===== config.mk =====
export PLATFORM = sky130hd
export DESIGN_NAME = fetch_stage
export DESIGN_NICKNAME = d
export VERILOG_FILES = /design/src/rtl/fetch_stage.sv
export SDC_FILE = /design/constraint.sdc
export NUM_CORES = 1
export LEC_CHECK = 0
export CAP_MARGIN = 20
export CORE_UTILIZATION = 48
export CTS_CLUSTER_SIZE = 28
export DETAILED_ROUTE_END_ITERATION = 12
export HOLD_SLACK_MARGIN = 0.06
export PLACE_DENSITY = 0.8
export SYNTH_ARGS = -nofsm -noshare
export SYNTH_HDL_FRONTEND = slang
export SYNTH_SLANG_ARGS = --single-unit

===== constraint.sdc =====
create_clock -name clk -period 2.75 [get_ports clk]
set_input_delay 0.6875 -clock clk [delete_from_list [all_inputs] [get_ports clk]]
set_output_delay 0.6875 -clock clk [all_outputs]
set_load 0.01 [all_outputs]

===== src/rtl/fetch_stage.sv =====
// Instruction fetch: owns the PC, captures ROM output into IF/ID; one-edge fetch latency, one bubble per redirect.
// Stall is a level hold with no handshake; redirect overrides stall and cancels a pending halt.
module fetch_stage #(
    parameter int              PC_W     = 16,
    parameter int              INSTR_W  = 9,
    parameter logic [PC_W-1:0] RESET_PC = PC_W'(1),
    parameter logic [4:0]      HALT_OP  = 5'b11010
) (
    input  logic               clk,
    input  logic               reset,
    output logic [PC_W-1:0]    pc,
    input  logic [INSTR_W-1:0] rom_instr,
    input  logic               stall,
    input  logic               redirect,
    input  logic [PC_W-1:0]    redirect_base,
    input  logic [PC_W-1:0]    redirect_offset,
    input  logic               redirect_dir,
    output logic [INSTR_W-1:0] ifid_instr,
    output logic [PC_W-1:0]    ifid_pc,
    output logic               ifid_valid,
    output logic               halted,
    output logic [15:0]        fetch_count
);

    typedef enum logic {RUN, STOP} state_t;

    typedef struct packed {
        logic [INSTR_W-1:0] instr;
        logic [PC_W-1:0]    pc;
        logic               valid;
    } ifid_t;

    state_t            state, state_nxt;
    ifid_t             ifid, ifid_nxt;
    logic [PC_W-1:0]   pc_nxt;
    logic [15:0]       count_nxt;
    logic [PC_W-1:0]   target;
    logic              is_halt;

    // Modulo-2^PC_W arithmetic: wrap in either direction is intentionally silent.
    assign target  = redirect_dir ? (redirect_base + redirect_offset)
                                  : (redirect_base - redirect_offset);
    assign is_halt = (rom_instr[INSTR_W-1 -: 5] == HALT_OP);

    always_ff @(posedge clk or posedge reset) begin
        if (reset) begin
            state       <= RUN;
            pc          <= RESET_PC;
            ifid        <= '0;
            fetch_count <= '0;
        end else begin
            state       <= state_nxt;
            pc          <= pc_nxt;
            ifid        <= ifid_nxt;
            fetch_count <= count_nxt;
        end
    end

    always_comb begin
        state_nxt = state;
        pc_nxt    = pc;
        ifid_nxt  = ifid;
        count_nxt = fetch_count;
        if (redirect) begin
            // Flush keeps ifid.pc so decode still sees the last real PC.
            pc_nxt         = target;
            ifid_nxt.instr = '0;
            ifid_nxt.valid = 1'b0;
            state_nxt      = RUN;
        end else if (stall) begin
            // everything holds
        end else if (state == STOP) begin
            ifid_nxt.instr = '0;
            ifid_nxt.valid = 1'b0;
        end else begin
            ifid_nxt.instr = rom_instr;
            ifid_nxt.pc    = pc;
            ifid_nxt.valid = 1'b1;
            if (fetch_count != 16'hFFFF)
                count_nxt = fetch_count + 16'd1;
            if (is_halt)
                state_nxt = STOP;
            else
                pc_nxt = pc + PC_W'(1);
        end
    end

    assign ifid_instr = ifid.instr;
    assign ifid_pc    = ifid.pc;
    assign ifid_valid = ifid.valid;
    assign halted     = (state == STOP);

endmodule


==> load_flow_metrics.sql, run 1 <==
INSERT INTO impl_metrics (metric_group, metric, value, unit) VALUES
('status', 'status', 'finished, violations left', ''),
('status', 'violations', 'negative setup slack', ''),
('global_route', 'grt_pass1_vias', '3523', ''),
('clock_network', 'cts_tree', 'yes', ''),
('synthesis', 'yosys_most_used_dff', 'dfrtp_1', ''),
('timing', 'rsz0062_at_grt', 'yes', ''),
('placed_design', 'final_hpwl_dp', '7370', 'um'),
('synthesis', 'synth-edff-count', '0', ''),
('worst_setup_path', 'worst_path_dominant_cell_family', 'compound AO/OA/AOI/OAI gates', ''),
('route', 'dr.pass1.iters', '4', ''),
('synthesis', 'yosys.cell_types.count', '56', ''),
('clock_network', 'clkSinkCount', '59', ''),
('clock_network', 'max_clock_buf_depth', '2', ''),
('timing', 'maxSlewHeadroom', '67.19', '%'),
('worst_setup_path', 'cpMostUsedCell', 'buf_6', ''),
('worst_setup_path', 'critPathSlowestCell', 'a311oi_1', ''),
('floorplan', 'die_h', '90.80', 'um'),
('worst_setup_path', 'crit_path_end_kind', 'register', ''),
('route', 'drt_drc_violations_left', '0', ''),
('synthesis', 'syn_nets', '446', ''),
('floorplan', 'initial_core_util', '49.24', '%'),
('final_layout', 'nFillCells', '526', ''),
('worst_setup_path', 'worst_r2r_path_depth', '6', ''),
('timing', 'finalSetupViolations', '2', ''),
('worst_setup_path', 'cp_data_arrival_time', '3.01', 'ns'),
('worst_setup_path', 'r2r_end', 'pc[9]$_DFFE_PP0P_', ''),
('floorplan', 'die_width', '90.80', 'um'),
('timing', 'final-max-slew-violation-count', '0', ''),
('synthesis', 'syn-instance-count', '377', ''),
('route', 'avgViaCountPerCell', '5.385', ''),
('floorplan', 'die-area', '0.008245', 'mm^2'),
('clock_network', 'clk-insertion-delay-late', '0.33', 'ns'),
('route', 'vias', '3527', ''),
('worst_setup_path', 'worst_r2r_startpoint', 'halted$_DFFE_PP0P_', ''),
('timing', 'hold_viol_final', '0', ''),
('global_route', 'first_pass_grt_wire_length', '16480', 'um'),
('floorplan', 'num_rows', '32', ''),
('timing', 'fin_ws', '-0.04791', 'ns'),
('clock_network', 'cts_root_buffer', 'clkbuf_8', ''),
('power', 'design_power_total', '3.685', 'mW'),
('worst_setup_path', 'timing.critical_path.from_type', 'primary input', ''),
('worst_setup_path', 'timing.reg2reg.setup_slack', '0.77', 'ns'),
('min_path', 'holdCritStartpoint', 'ifid_pc[12]$_DFFE_PP0P_', ''),
('synthesis', 'async_flop_share', '100.0', '%'),
('global_route', 'antenna_found_initial', '0', ''),
('power', 'p_leak', '2.502', 'nW'),
('synthesis', 'ys.warnings.count', '0', ''),
('timing', 'least_margin_pin_slew', '0.4903', 'ns'),
('worst_setup_path', 'worstPathCellList', 'buf_6 -> buf_6 -> nor4b_4 -> buf_6 -> nor2_2 -> xnor2_2 -> buf_4 -> ha_4 -> a21oi_2 -> o211ai_1 -> a311oi_1 -> nor3_1 -> xnor2_1 -> mux2i_1', ''),
('placed_design', 'portBuffers', '104', ''),
('final_layout', 'flow.area_growth_from_synthesis', '54.28', '%'),
('worst_setup_path', 'max_stage_delay', '0.37', 'ns'),
('worst_setup_path', 'path_max_fanout', '4', ''),
('synthesis', 'synthesis.area_per_instance', '10.04', 'um^2'),
('timing', 'fin_skew', '0.009014', 'ns'),
('final_layout', 'ff_latch_area', '0.001478', 'mm^2'),
('route', 'ant_nets', '0', ''),
('timing', 'achievable-frequency', '357.4', 'MHz'),
('synthesis', 'syn-cell-area', '0.003785', 'mm^2'),
('worst_setup_path', 'critical_path.n_buffers_inverters', '4', ''),
('clock_network', 'cts_buffers', '9', ''),
('final_layout', 'multi_input_area', '0.002445', 'mm^2'),
('synthesis', 'synth-seq-cells', '59', ''),
('timing', 'worst_hold_slack', '0.5047', 'ns'),
('route', 'detail_route.wl_per_cell', '15.70', 'um'),
('final_layout', 'finalNetCount', '617', ''),
('power', 'power.density_cell_area', '631.0', 'mW/mm^2'),
('route', 'totalWireLength', '10290', 'um'),
('final_layout', 'drive_gt1_share', '29.11', '%'),
('min_path', 'worst_hold_path.num_cells', '1', ''),
('global_route', 'globalRouteTotalUtil', '25.12', '%');
## state kept, by name, indices dropped and copies added, names as in the netlist
name         flops
fetch_count     16
ifid_pc         16
pc              16
ifid_instr       9
halted           1
ifid_valid       1
## per-stage QoR
step	std cells	area, um^2	setup WS [ns]	TNS (ns)	utilization, %
after global placement	630	5358	-0.6923	-6.492	69.69
after global routing	655	5839	-0.1405	-0.5902	75.96
after floorplan	377	3799	-0.05194	-0.09973	-
after CTS	654	5679	-0.008015	-0.01531	73.88
final	655	5839	-0.04791	-0.05050	75.96
after detailed placement	630	5358	-0.7872	-7.638	69.69
## synthesized netlist by cell type (10+ instances only)
cell type | n | area [um^2]
a21oi_1 | 20 | 100.1
nand2_1 | 31 | 116.4
xor2_1 | 16 | 140.1
ha_1 | 22 | 275.3
dfrtp_1 | 58 | 1451
o21ai_0 | 16 | 80.08
nor2_1 | 29 | 108.9
nand3_1 | 12 | 60.06
mux2_2 | 18 | 202.7
nor3_1 | 10 | 50.05
inv_1 | 16 | 60.06
xnor2_1 | 39 | 341.6
## how the worst max path moves through the flow
stage / start / end / slack [ns] / cells past startpoint
finish: redirect_offset[0] / pc[12]$_DFFE_PP0P_ / -0.05 / 14
global route: redirect_offset[0] / pc[13]$_DFFE_PP0P_ / -0.14 / 13
CTS: redirect_offset[0] / pc[11]$_DFFE_PP0P_ / -0.008 / 14
global placement: redirect_offset[1] / pc[11]$_DFFE_PP0P_ / -0.69 / 15
floorplan: redirect_offset[2] / pc[11]$_DFFE_PP0P_ / -0.05 / 11
detailed placement: redirect_offset[1] / pc[15]$_DFFE_PP0P_ / -0.79 / 13
## kinds of logic after synthesis
logic type                 count (synthesis)  share of synthesized area [%]
AOI/OAI and AO/OA                         74                          13.49
buffers and inverters                     23                          2.314
adders and majority gates                 23                          7.802
DFF                                       59                          39.04
and+or+nand+nor                          118                          17.12
xor gates and xnor gates                  56                          13.16
muxes                                     24                          7.074
## repair_timing
item,4_1_cts,5_1_grt
endpoints found under the setup margin,11,8
hold endpoints to repair,0,0
buffers inserted,8,2
resized for setup,54,39
pin swaps,21,16
gates cloned,0,0
## worst register-to-register path, delay by kind of cell, from the launching register on
kind	cells	cell delay, ns
xor+xnor	1	0.17
simple gates	3	0.67
compound gates	2	0.57
flops	1	0.47
## power breakdown
group          total (mW)  internal (mW)  leakage [nW]  switching [mW]
logic                1.54          0.890          1.66           0.650
clock network       0.841          0.508         0.103           0.333
registers            1.30           1.08         0.741           0.223
## area by class of cell
class	count	area share (%)
clock buffer	11	2.250
clock inverter	5	1.328
inverter	16	1.028
multi-input combinational	295	41.87
sequential	59	25.31
tap	102	2.186
timing repair buffer	167	26.03
## routing by layer
layer	vias up	track usage, %	part of all wire, %
li1	1674	-	-
met1	1705	29.13	40
met2	125	46.28	53
met3	23	4.714	4.5
met4	0	8.201	2.3
met5	-	0	0
## cell usage in the layout (no fill, tap or decap), types with 6 or more instances in the layout
cell,count
mux2_2,17
o21ai_1,6
xnor2_1,38
nor2_1,24
and3_1,6
inv_1,14
nand2_1,29
a22oi_1,8
nand3_1,10
a21oi_2,8
buf_6,8
clkbuf_8,9
clkdlybuf4s50_1,93
ha_1,17
xor2_1,16
o21ai_0,9
a21oi_1,12
buf_4,57
dfrtp_1,58
nand4_1,8
nor3_1,7
(Power assumes the default switching activity.)
==> run 2: changes to the inputs <==
- CTS_CLUSTER_DIAMETER: not set -> 30
==> results of run 2 <==
The final DEF is identical to that of run 1; final timing and power are the same.
